### config.mk
export PLATFORM = sky130hd
export DESIGN_NAME = aether_engine_mem_stream_loader
export DESIGN_NICKNAME = d
export VERILOG_FILES = /design/src/rtl/aether_engine_mem_stream_loader.sv
export SDC_FILE = /design/constraint.sdc
export NUM_CORES = 1
export LEC_CHECK = 0
export CORE_MARGIN = 1.5
export CORE_UTILIZATION = 25
export DETAILED_ROUTE_END_ITERATION = 6
export PLACE_DENSITY_LB_ADDON = 0.25
export RECOVER_POWER = 25
export SYNTH_ARGS = -nofsm -noshare
export SYNTH_HDL_FRONTEND = slang
export SYNTH_SLANG_ARGS = --single-unit
### constraint.sdc
create_clock -name clk_i -period 11.8 [get_ports clk_i]
set_input_delay 2.36 -clock clk_i [delete_from_list [all_inputs] [get_ports clk_i]]
set_output_delay 2.36 -clock clk_i [all_outputs]
set_load 0.005 [all_outputs]
### src/rtl/aether_engine_mem_stream_loader.sv
// Stream-to-memory loader: stages a 16-bit word stream in a FIFO and issues
// chunked WRITE tasks to the Aether Engine memory stage.
module aether_engine_mem_stream_loader #(
    parameter int unsigned ChunkWords = 16,
    parameter int unsigned FifoDepth  = 32,
    parameter int unsigned MaxAddr    = 33554430
) (
    input  logic        clk_i,
    input  logic        rst_ni,
    input  logic        start_i,
    input  logic [31:0] base_addr_i,
    input  logic [31:0] word_count_i,
    output logic        busy_o,
    output logic        done_o,
    output logic        error_o,
    input  logic [15:0] s_data_i,
    input  logic        s_valid_i,
    output logic        s_ready_o,
    output logic [1:0]  mem_command_o,
    output logic [31:0] mem_start_address_o,
    output logic [31:0] mem_end_address_o,
    output logic [15:0] mem_data_write_o,
    input  logic        mem_data_write_done_i,
    input  logic        mem_task_finished_i,
    output logic [31:0] words_written_o
);
    localparam int unsigned     PtrW      = $clog2(FifoDepth);
    localparam int unsigned     OccW      = $clog2(FifoDepth + 1);
    localparam logic [PtrW-1:0] LastPtr   = PtrW'(FifoDepth - 1);
    localparam logic [OccW-1:0] FullOcc   = OccW'(FifoDepth);
    localparam logic [31:0]     Chunk32   = 32'(ChunkWords);
    localparam logic [32:0]     MaxAddr33 = 33'(MaxAddr);

    typedef enum logic [2:0] {
        ST_IDLE, ST_FILL, ST_ISSUE, ST_GUARD, ST_WRITE, ST_NEXT
    } state_e;

    state_e          r_state, w_next_state;
    logic [15:0]     r_mem [FifoDepth];
    logic [PtrW-1:0] r_wr_ptr, r_rd_ptr;
    logic [OccW-1:0] r_occ;
    logic [31:0]     r_addr, r_remaining, r_count, r_pushed, r_pop_cnt;
    logic [31:0]     r_words_written, r_start_addr, r_end_addr;
    logic            r_busy, r_done, r_error;

    logic            w_empty, w_full, w_push, w_pop_req, w_pop, w_abort, w_out_of_range;
    logic [31:0]     w_chunk, w_pop_total;
    logic [32:0]     w_last_addr;

    assign w_empty        = (r_occ == '0);
    assign w_full         = (r_occ == FullOcc);
    assign w_chunk        = (r_remaining < Chunk32) ? r_remaining : Chunk32;
    // Last touched address at 33 bits so a wrapping request counts as out of range.
    assign w_last_addr    = {1'b0, base_addr_i} + {1'b0, word_count_i} - 33'd1;
    assign w_out_of_range = (w_last_addr > MaxAddr33);

    assign s_ready_o   = r_busy && !w_full && (r_pushed < r_count);
    assign w_push      = s_valid_i && s_ready_o;
    assign w_pop_req   = (r_state == ST_WRITE) && mem_data_write_done_i && !w_empty;
    assign w_pop       = w_pop_req && !w_abort;
    assign w_pop_total = r_pop_cnt + {31'b0, w_pop_req};

    // NOTE: every signal written here gets a default first, so no path leaves it unassigned and no latch is inferred.
    always_comb begin
        w_next_state = r_state;
        w_abort      = 1'b0;
        case (r_state)
            ST_IDLE:  if (start_i && (word_count_i != '0) && !w_out_of_range) w_next_state = ST_FILL;
            ST_FILL:  if (32'(r_occ) >= w_chunk) w_next_state = ST_ISSUE;
            ST_ISSUE: w_next_state = ST_GUARD;
            ST_GUARD: w_next_state = ST_WRITE;
            ST_WRITE: begin
                if ((mem_data_write_done_i && w_empty) ||
                    (mem_task_finished_i && (w_pop_total != w_chunk))) begin
                    w_abort      = 1'b1;
                    w_next_state = ST_IDLE;
                end else if (mem_task_finished_i) begin
                    w_next_state = ST_NEXT;
                end
            end
            ST_NEXT:  w_next_state = (r_remaining == w_chunk) ? ST_IDLE : ST_FILL;
            default:  w_next_state = ST_IDLE;
        endcase
    end

    // NOTE: sequential state uses non-blocking assignments so every register samples pre-edge values.
    always_ff @(posedge clk_i) begin
        if (!rst_ni) r_state <= ST_IDLE;
        else         r_state <= w_next_state;
    end

    // NOTE: the storage array is deliberately not reset; occupancy gates every read of it.
    always_ff @(posedge clk_i) begin
        if (w_push) r_mem[r_wr_ptr] <= s_data_i;
    end

    always_ff @(posedge clk_i) begin
        if (!rst_ni) begin
            r_wr_ptr        <= '0;
            r_rd_ptr        <= '0;
            r_occ           <= '0;
            r_addr          <= '0;
            r_remaining     <= '0;
            r_count         <= '0;
            r_pushed        <= '0;
            r_pop_cnt       <= '0;
            r_words_written <= '0;
            r_start_addr    <= '0;
            r_end_addr      <= '0;
            r_busy          <= 1'b0;
            r_done          <= 1'b0;
            r_error         <= 1'b0;
        end else begin
            r_done <= 1'b0;
            if (w_abort) begin
                r_wr_ptr <= '0;
                r_rd_ptr <= '0;
                r_occ    <= '0;
                r_busy   <= 1'b0;
                r_error  <= 1'b1;
            end else begin
                if (w_push) begin
                    r_wr_ptr <= (r_wr_ptr == LastPtr) ? '0 : r_wr_ptr + 1'b1;
                    r_pushed <= r_pushed + 32'd1;
                end
                if (w_pop) begin
                    r_rd_ptr        <= (r_rd_ptr == LastPtr) ? '0 : r_rd_ptr + 1'b1;
                    r_pop_cnt       <= r_pop_cnt + 32'd1;
                    r_words_written <= r_words_written + 32'd1;
                end
                if (w_push && !w_pop)      r_occ <= r_occ + 1'b1;
                else if (!w_push && w_pop) r_occ <= r_occ - 1'b1;
            end

            case (r_state)
                ST_IDLE: if (start_i) begin
                    if (word_count_i == '0) begin
                        r_done          <= 1'b1;
                        r_error         <= 1'b0;
                        r_words_written <= '0;
                    end else if (w_out_of_range) begin
                        r_error <= 1'b1;
                    end else begin
                        r_addr          <= base_addr_i;
                        r_remaining     <= word_count_i;
                        r_count         <= word_count_i;
                        r_pushed        <= '0;
                        r_words_written <= '0;
                        r_error         <= 1'b0;
                        r_busy          <= 1'b1;
                    end
                end
                ST_FILL: if (w_next_state == ST_ISSUE) begin
                    r_start_addr <= r_addr;
                    r_end_addr   <= r_addr + w_chunk;
                    r_pop_cnt    <= '0;
                end
                ST_NEXT: begin
                    r_addr      <= r_addr + w_chunk;
                    r_remaining <= r_remaining - w_chunk;
                    if (w_next_state == ST_IDLE) begin
                        r_done <= 1'b1;
                        r_busy <= 1'b0;
                    end
                end
                default: ;
            endcase
        end
    end

    assign busy_o              = r_busy;
    assign done_o              = r_done;
    assign error_o             = r_error;
    assign mem_command_o       = (r_state == ST_ISSUE) ? 2'd1 : 2'd0;
    assign mem_start_address_o = r_start_addr;
    assign mem_end_address_o   = r_end_addr;
    assign mem_data_write_o    = w_empty ? 16'h0000 : r_mem[r_rd_ptr];
    assign words_written_o     = r_words_written;
endmodule

==> impl_metrics.toml <==
[outcome]
outcome = "completed"

[logic_synthesis]
synth_warnings = 0
yosys_register_bits = 795
syn_area_mm2 = 0.0385
synth_area_leader_cell = "edfxtp_1"
synthCells = 3302
synthArstFlopShare = 0
yosysTopAreaCellShare = 0.399
synth.most_common_cell = "edfxtp_1"
synth_common_cells = "512 x edfxtp_1, 283 x dfxtp_1, 261 x nand2_1"
syn_avg_cell_area_um2 = 11.7
synth_edf_count = 512
ys_seq_area_frac = 0.546
synth_top_flop_cell = "edfxtp_1"
synth_cell_type_count = 89
synthTopCellsByArea = "edfxtp_1 40%, dfxtp_1 15%, mux4_2 9.4%, ha_1 4.8%, a21oi_1 3.1%"

[global_routing]
grt_max_degree = 85
antenna_found_initial = 5
grt_pass1_vias = 26500
gr-usage-all-layers = 0.145
globalRouteOverflowTotal = 0
grt_pass1_wl_um = 174000

[power_and_ir_drop]
power_density_mw_per_mm2 = 136
p_total_mw = 6.22
ir_drop_v = 0.000130
p_leak_nw = 15.2

[worst_setup_path]
critPathKind = "in -> reg"
r2r_slack_ns = 4.70
cp.required_ns = 12.36
r2r_cells = 25
r2r_start = "r_state[2]"
cp.arrival_ns = 8.54
reg2reg_to = "r_occ[5]"
cp_max_fo = 13
cp-end-kind = "register"
cp-start-kind = "input port"

[routing]
wl_um = 116000
drt-vias-per-instance = 4.87
drtIter0Drc = 2144
dr.pass1.iters = 5
num_vias = 27200
ant_nets = 0
route.detailed.drc = 0
routedWlPerCell_um = 20.8

[timing]
hold_violations = 0
timing.setup.tns_ns = 0
fmax_ghz = 0.125
period_needed_ns = 7.98
slew_headroom = 0.162
finalWorstSetupSlack_ns = 3.82
worstMarginPinSlew_ns = 1.25
finalMaxSlewViolations = 0
fin_crit_sh = 0.676
finalSetupViolCount = 0
finClkSkew_ns = 0.0683
rsz0062_at_grt = "false"

[die]
die_y_um = 396
coreArea_mm2 = 0.152
io_pins = 204
num_rows = 143
die_x_um = 396
start_util = 0.253
fp.dieArea_mm2 = 0.156

[placement]
hpwl_um = 77500
post-place-ws_ns = 3.07
gp_congestion = 0.865
port_buffers = 202
placed_cells = 5422
place_area_mm2 = 0.0429

[cts]
cts_setup_buffers = 0
numCtsBuffers = 90
cts_tree = "done"
post_cts_resized = 0
clock_latency_ns = 0.72
ctsHoldBuffers = 0
cts_max_level = 3
clock-sinks = 795
clk_pin_slew_ns = 0.06
clock_path_buffers = 3
root_buffer = "clkbuf_16"

[layout]
drive_gt1_frac = 0.112
instances_no_fill = 5587
nNetsFinal = 3722
area_growth_syn_to_layout_pct = 19.0
final_cell_area_mm2 = 0.0459

[hold_path]
min_to = "mem_end_address_o[9]"
min-delay-path-class = "reg -> reg"
min_path_cells = 2
hold_start = "mem_end_address_o[9]"

[run]
cap_violations = 0
## layer usage
metal  part of all wire  global-route usage  vias up
li1                   -                   -    12800
met1               0.45               0.197    13600
met2               0.48               0.239      730
met3              0.050              0.0256      140
met4              0.021              0.0382        4
met5            0.00022                   0        -
## placed cells by master (no fill, tap or decap), types with 56 or more instances in the layout
cell	instances
ha_1	149
buf_4	56
mux4_2	160
nand3_1	117
clkbuf_16	91
o21ai_0	171
clkdlybuf4s50_1	189
dfxtp_1	279
inv_1	200
edfxtp_1	512
a21oi_1	239
nand2_1	259
nor2_1	209
xnor2_1	69
## power breakdown
| part | switching, mW | internal (mW) | total (mW) |
|---|---|---|---|
| combinational | 0.292 | 0.133 | 0.426 |
| sequential | 0.00131 | 2.96 | 2.96 |
| clock | 1.20 | 1.63 | 2.83 |
| total | 1.49 | 4.72 | 6.22 |
## metrics by stage
stage	hold WS (ns)	utilization
final	0.452	0.301
after global routing	0.470	0.301
after CTS	0.455	0.301
after detailed placement	0.447	0.281
after global placement	0.444	0.281
after floorplan	0.446	-
## flip-flops by register name, indices dropped and copies added (netlist names), named ones only
| signal | count |
|---|---|
| busy_o | 1 |
| done_o | 1 |
| error_o | 1 |
| mem_end_address_o | 32 |
| mem_start_address_o | 32 |
| r_addr | 32 |
| r_count | 32 |
| r_mem | 512 |
| r_occ | 6 |
| r_pop_cnt | 32 |
| r_pushed | 32 |
| r_rd_ptr | 5 |
| r_remaining | 32 |
| r_state | 3 |
| r_wr_ptr | 5 |
| words_written_o | 32 |
## worst max path at each step
stage | startpoint | cells after the start | end | slack [ns]
2_1_floorplan | mem_data_write_done_i | 26 | r_occ[5] | 4.18
3_3_place_gp | mem_data_write_done_i | 25 | r_occ[5] | 2.98
3_5_place_dp | mem_data_write_done_i | 25 | r_occ[5] | 3.07
4_1_cts | mem_data_write_done_i | 25 | r_occ[5] | 3.85
5_1_grt | mem_data_write_done_i | 25 | r_occ[5] | 3.33
6_report | mem_data_write_done_i | 25 | r_occ[5] | 3.82
## final cells by class
type                            count  area [um^2]
Fill cell                       15600       107000
Sequential cell                   795        21100
Inverter                          202          761
Tap cell                         2030         2540
Clock inverter                     42          520
Timing Repair Buffer              258         2440
Antenna cell                        1         2.50
Multi-Input combinational cell   2137        16100
Clock buffer                      122         2460
## kinds of logic (layout without fill, tap and decap cells)
group | after synthesis | after routing | share of synthesized area
xor+xnor | 99 | 99 | 0.0225
compound gates | 712 | 712 | 0.115
flops | 795 | 795 | 0.546
other cells | 2 | 30 | 0.000195
fa+ha+maj | 152 | 152 | 0.0499
simple gates | 948 | 948 | 0.123
buf+inv | 397 | 624 | 0.0403
mux | 197 | 197 | 0.103
## worst max-delay path, stage by stage
cell and delay, ns:
clkdlybuf4s50_1 0.50, nand2_1 0.05, or2_2 0.39, inv_1 0.30
ha_1 0.25, nand3_2 0.18, nor2_1 0.32, mux2_2 0.37
nor4_1 0.28, or4b_1 0.44, or4_1 0.53, o21ai_1 0.17
buf_4 0.22, nand2_1 0.33, ha_1 0.35, inv_1 0.17
ha_1 0.26, a21o_1 0.17, a21oi_1 0.22, o21bai_1 0.09
a21oi_1 0.18, xnor2_1 0.14, nor2_1 0.07, xnor2_1 0.14
nor2_1 0.05
No activity file was read; power rests on OpenSTA's default activity.
